## src/rtl/stage_4_mem.sv

```systemverilog
// MEM stage of the five-stage pipeline: valid/allow slot, load-data alignment, WB and ID-bypass buses.
// Define MEM_SUBWORD_LD_EN for ld.b/ld.h/ld.bu/ld.hu lane extraction; otherwise all loads return the word.
module stage_4_mem (
    input  logic        clk,
    input  logic        reset,
    input  logic        valid_3,
    output logic        allow_4,
    output logic        valid_4,
    input  logic        allow_5,
    input  logic [73:0] stage_3_to_4,
    input  logic [31:0] data_sram_rdata,
    output logic [69:0] stage_4_to_5,
    output logic [37:0] mem_fwd
);

    localparam int unsigned DATA_W = 32;
    localparam int unsigned REG_W  = 5;
    localparam int unsigned LDT_W  = 3;
    localparam int unsigned FWD_W  = 1 + REG_W + DATA_W;

    localparam logic READYGO_4 = 1'b1;

    typedef struct packed {
        logic [LDT_W-1:0]  ld_type;
        logic              res_from_mem;
        logic              rf_we;
        logic [REG_W-1:0]  dest;
        logic [DATA_W-1:0] alu_result;
        logic [DATA_W-1:0] pc;
    } ex_mem_t;

    ex_mem_t           payload_q, payload_d;
    logic              valid_4_q, valid_4_d;
    logic              hold_valid_q, hold_valid_d;
    logic [DATA_W-1:0] rdata_hold_q, rdata_hold_d;

    logic [DATA_W-1:0] eff_rdata;
    logic [DATA_W-1:0] load_value;
    logic [DATA_W-1:0] final_result;
    logic              fwd_we;

    assign allow_4 = !valid_4_q || (READYGO_4 && allow_5);
    assign valid_4 = valid_4_q;

    // Slot advance plus capture of SRAM read data on the first stalled cycle of a load
    always_comb begin
        payload_d    = payload_q;
        valid_4_d    = valid_4_q;
        hold_valid_d = hold_valid_q;
        rdata_hold_d = rdata_hold_q;

        if (allow_4) begin
            valid_4_d = valid_3;
        end
        if (valid_3 && allow_4) begin
            payload_d = ex_mem_t'(stage_3_to_4);
        end

        if (valid_4_q && allow_5) begin
            hold_valid_d = 1'b0;
        end else if (valid_4_q && payload_q.res_from_mem && !hold_valid_q && !allow_5) begin
            hold_valid_d = 1'b1;
            rdata_hold_d = data_sram_rdata;
        end
    end

    always_ff @(posedge clk) begin
        if (reset) begin
            payload_q    <= '0;
            valid_4_q    <= 1'b0;
            hold_valid_q <= 1'b0;
            rdata_hold_q <= '0;
        end else begin
            payload_q    <= payload_d;
            valid_4_q    <= valid_4_d;
            hold_valid_q <= hold_valid_d;
            rdata_hold_q <= rdata_hold_d;
        end
    end

    assign eff_rdata = hold_valid_q ? rdata_hold_q : data_sram_rdata;

`ifdef MEM_SUBWORD_LD_EN
    logic [1:0]  addr_lo;
    logic [7:0]  ld_byte;
    logic [15:0] ld_half;

    // Misaligned halves fall back to the containing aligned half
    always_comb begin
        addr_lo    = payload_q.alu_result[1:0];
        ld_byte    = eff_rdata[{addr_lo, 3'b000} +: 8];
        ld_half    = addr_lo[1] ? eff_rdata[31:16] : eff_rdata[15:0];
        load_value = eff_rdata;
        case (payload_q.ld_type)
            3'b001:  load_value = {{24{ld_byte[7]}}, ld_byte};
            3'b010:  load_value = {{16{ld_half[15]}}, ld_half};
            3'b101:  load_value = {24'h000000, ld_byte};
            3'b110:  load_value = {16'h0000, ld_half};
            default: load_value = eff_rdata;
        endcase
    end
`else
    logic [LDT_W-1:0] unused_ld_type;

    assign unused_ld_type = payload_q.ld_type;
    assign load_value     = eff_rdata;
`endif

    assign final_result = payload_q.res_from_mem ? load_value : payload_q.alu_result;

    // WB applies its own valid mask, so this bus is deliberately unmasked
    assign stage_4_to_5 = {payload_q.rf_we, payload_q.dest, final_result, payload_q.pc};

    assign fwd_we  = valid_4_q && payload_q.rf_we && (payload_q.dest != '0);
    assign mem_fwd = fwd_we ? {1'b1, payload_q.dest, final_result} : FWD_W'(0);

endmodule

```

## config.mk

```make
export PLATFORM = sky130hd
export DESIGN_NAME = stage_4_mem
export DESIGN_NICKNAME = d
export VERILOG_FILES = /design/src/rtl/stage_4_mem.sv
export SDC_FILE = /design/constraint.sdc
export NUM_CORES = 1
export LEC_CHECK = 0
export CAP_MARGIN = 20
export CORE_ASPECT_RATIO = 1.4
export CORE_UTILIZATION = 39
export DETAILED_ROUTE_END_ITERATION = 10
export PLACE_DENSITY = 0.9
export REMOVE_ABC_BUFFERS = 1
export SLEW_MARGIN = 20
export SYNTH_ARGS = -nofsm -noshare
export SYNTH_HDL_FRONTEND = slang
export SYNTH_SLANG_ARGS = --single-unit
```

## constraint.sdc

```tcl
create_clock -name clk -period 2 [get_ports clk]
set_input_delay 0.5 -clock clk [delete_from_list [all_inputs] [get_ports clk]]
set_output_delay 0.5 -clock clk [all_outputs]
set_load 0.01 [all_outputs]
```

* Word-level counts from Yosys, hierarchy flattened
Cells that the tools add are included.
** Cells by class
- Reductions and logical operators :: 14
- Bitwise gates (word level) :: 1
- Muxes and demuxes :: 3
** Operators by type and width (count)
- $mux 32 :: 2
- $mux 38 :: 1
- $logic_and 1x1->1 :: 7
- $reduce_bool 5->1 :: 1
- $logic_not 1->1 :: 3
- $reduce_and 2->1 :: 1
- $reduce_or 2->1 :: 1
- $logic_or 1x1->1 :: 1
- $not 1->1 :: 1
** Storage, ports and cells
- Register bits after elaboration :: 105
- Output and inout bits :: 110

* Longest topological paths before layout
- Depth in word-level cells :: 4
- Mapped depth :: 7
- Gate-level depth less buffers :: 4

* Least setup slack after synthesis
OpenSTA, ideal clock, no wires.
- Path kind :: register -> output
- From :: register payload_q, in the netlist stage_4_to_5[64]
- To :: output mem_fwd[37]
- Data required time :: 1.500 ns
- Stages on the path, launching flop included :: 6
- Data arrival time :: 1.404 ns
- Setup slack :: 0.096 ns
- Buffers on the path :: 2
- Path through :: dfxtp_1 -> or4_4 -> o211ai_4 -> buf_6 -> inv_2 -> buf_4
** On the way
- Cells in the longest elaborated chain, start to end :: 3
** RTL lines
- start, declared :: RTL line 32 : ex_mem_t payload_q, payload_d;
- start signal, assigned :: RTL line 74 : payload_q <= payload_d;
- $reduce_bool 5->1 :: RTL line 114 : assign fwd_we = valid_4_q && payload_q.rf_we && (payload_q.dest != '0);
- $logic_and 1x1->1 :: RTL line 114
- named net fwd_we :: RTL line 40 : logic fwd_we;
- $mux 38 :: RTL line 115 : assign mem_fwd = fwd_we ? {1'b1, payload_q.dest, final_result} : FWD_W'(0);
- end, declared :: RTL line 13 : output logic [37:0] mem_fwd
The timed path passes the listed nets, and every way through them passes these cells.

* Worst setup path in the final report
- From :: register payload_q, in the netlist stage_4_to_5[67]
- To :: output mem_fwd[9]
** On the way
- Cells in the longest elaborated chain, start to end :: 3
** RTL lines (RTL line)
- $reduce_bool 5->1 :: 114
- $logic_and 1x1->1 :: 114
- $mux 38 :: 115
Every way passes these cells.

==> metrics.yaml <==
clocking:
  holdBufCountCts: 0
  cts.sinks: 105
  htree_levels: 3
  clockBufferDepth: 2
  cts-root-buf: "clkbuf_16"
  cts-buffers-inserted: 9
  clk_latency_ns: 0.34
  cts_tree: "done"
  clk_pin_slew_ns: 0.07
critical_path:
  critPathMaxFanout: 5
  crit_arrival_ns: 1.94
  max_stage_delay_ns: 0.54
  end_kind: "primary output"
  crit_required_ns: 1.50
  path_cells: "or4_4 -> o211ai_4 -> buf_12 -> buf_8 -> buf_6 -> nor2b_2 -> buf_2"
  cp-start-kind: "register"
  worstSetupPathType: "register to primary output"
  crit_slowest_cell: "or4_4"
run_status:
  status: "finished, violations left"
  violations: "setup timing"
placement:
  place_congestion: 0.740
  placed_area_sq_um: 7330
  hpwl_um: 10300
  io_buffers: 216
  dp_slack_ns: -0.513
finish:
  antenna_cells: 0
  final_common_cell: "clkdlybuf4s50_1"
  seq_area_sq_um: 2110
  fin_area_sq_um: 8040
  fillerInstances: 1044
  layout_common_cells: "clkdlybuf4s50_1, a21oi_1, dfxtp_1, nand3_1, o21ai_0"
  drive_gt1_share_pct: 23.8
  area_growth_pct: 57.3
  final_net_count: 968
  multi_input_area_sq_um: 2620
synthesis:
  async_reset_ff_share_pct: 0
  synth_area_per_cell_sq_um: 7.72
  ys.flop_type: "dfxtp_1"
  synth_edf_count: 0
  synth_top_family_by_area: "compound AO/OA/AOI/OAI gates"
  synth_compound_area_share_pct: 20.9
  yosysTopAreaCellShare_pct: 41.2
  syn-instance-count: 662
  synthAdderAreaFrac_pct: 0
  synth_xor_area_share_pct: 0
  yosys.area.top_type: "dfxtp_1"
  syn_area_sq_um: 5110
  synth.area.mux_share_pct: 6.27
  synth.distinct_cells: 25
  ys_top_cells_by_area: "dfxtp_1, a21oi_1, nand3_1"
  yosys_warnings: 0
  synth_seq_cells: 105
  ys_seq_area_share_pct: 41.2
  synth-simple-area-share_pct: 19.5
die:
  die-width_um: 98.7
  die_area_sq_um: 13600
  ios: 220
  start_util_pct: 39.9
  core_area_sq_um: 12800
  rows: 49
  die_y_um: 137
pwr:
  cellLeakagePower_nw: 3.06
  combPwrFrac_pct: 22.1
  ir_drop_v: 0.000401
  sw_frac_of_total_pct: 25.9
  power.share.clock_pct: 34.1
  seqPwrFrac_pct: 43.8
  internal-power_mw: 3.77
  switching_power_mw: 1.32
  p_per_area_nw_per_um2: 634
grt:
  antenna_found_initial: 0
  grt_max_degree: 72
  grt_pass1_wl_um: 24900
  grt_usage_pct: 23.3
  grt_pass1_vias: 5054
  grt_remaining_overflow: 0
routing:
  drtPass1Iterations: 6
  antenna_left: 0
  wl_um: 17100
  vias: 5437
  vias_per_cell: 5.36
  drc: 0
  wire_per_inst_um: 16.8
  drt_iter0_drc: 204
sta:
  finalClockSkew_ns: 0.00852
  drv_slew: 0
  hold_viol: 0
  finalCritPeriodShare_pct: 122
  finalSetupViolations: 53
  max_slew_margin_pct: 56.3
  clock.fmax_mhz: 409
  rsz0062_at_grt: "yes"
  worst_slack_ns: -0.445
  fin_crit_ns: 2.44
  worst_slew_pin_slew_ns: 0.655
run:
  cap_violations: 0
worst_hold_path:
  holdCritPathClass: "register to register"
[layer usage]
layer  up-vias  part of all wire, %  global-route usage, %
met5         -                    0                      0
met4         0                  2.9                   9.37
met3        36                  5.8                   5.48
met2       214                   53                   43.4
met1      2566                   38                   25.5
li1       2621                    -                      -
[state kept, by name, summed over array words and instances, names as in the netlist]
register	flops
valid_4	1
stage_4_to_5	38
rdata_hold_q	32
hold_valid_q	1
payload_q	33
[worst paths after layout]
path,start,slack [ns],cells after the start,to
setup / recovery,stage_4_to_5[67],-0.44,7,mem_fwd[9]
hold / removal,rdata_hold_q[14],0.46,2,rdata_hold_q[14]
setup reg to reg,hold_valid_q,0.29,7,rdata_hold_q[21]
hold reg to reg,rdata_hold_q[14],0.46,2,rdata_hold_q[14]
[cell families after synthesis]
group,count (synthesis)
buffers and inverters,107
AND/OR/NAND/NOR,208
flip-flops,105
AO/OA/AOI/OAI,210
multiplexers,32
[cell usage after synthesis (all sizes together) (2+ instances only)]
master  number
nor2        32
and3         5
o21ai       71
buf         72
nand2       64
inv          2
nor2b       33
mux2i       32
a21oi      137
nand3       71
clkbuf      32
dfxtp      105
[cell type report]
| cell class | instances | share of cell area (%) |
|---|---|---|
| Inverter | 3 | 0.187 |
| Multi-Input combinational cell | 450 | 32.7 |
| Clock buffer | 10 | 2.85 |
| Sequential cell | 105 | 26.3 |
| Timing Repair Buffer | 289 | 34.9 |
| Clock inverter | 5 | 0.716 |
| Tap cell | 153 | 2.38 |
[through the flow]
stage	std cells	hold WS, ns	total power [mW]	utilization, %	setup TNS (ns)
floorplan	558	0.430	2.62	-	-258.99
global placement	973	0.441	3.29	57.2	-29.98
detailed placement	973	0.448	3.31	57.2	-30.73
CTS	1011	0.457	5.05	61.2	-18.51
global route	1015	0.488	5.30	62.7	-17.04
finish	1015	0.459	5.09	62.7	-14.01
[repair_timing]
item | CTS | global route
endpoints found under the setup margin | 71 | 63
gates resized for setup | 264 | 106
gates cloned | 5 | 2
pin swaps | 27 | 19
setup buffers | 22 | 11
[critical path: cells and delay by family, from the launching register on]
family	cells	cell delay, ns
AOI/OAI and AO/OA	1	0.19
and+or+nand+nor	2	0.58
DFF	1	0.32
buffers and inverters	4	0.51
[power by group through the flow]
stage	combinational, mW	sequential, mW	clock (mW)
finish	1.13	2.23	1.73
global route	1.20	2.24	1.85
CTS	1.06	2.23	1.76
detailed placement	1.04	2.27	0
global placement	1.02	2.27	0
floorplan	0.310	2.31	0
(Power assumes the default switching activity.)
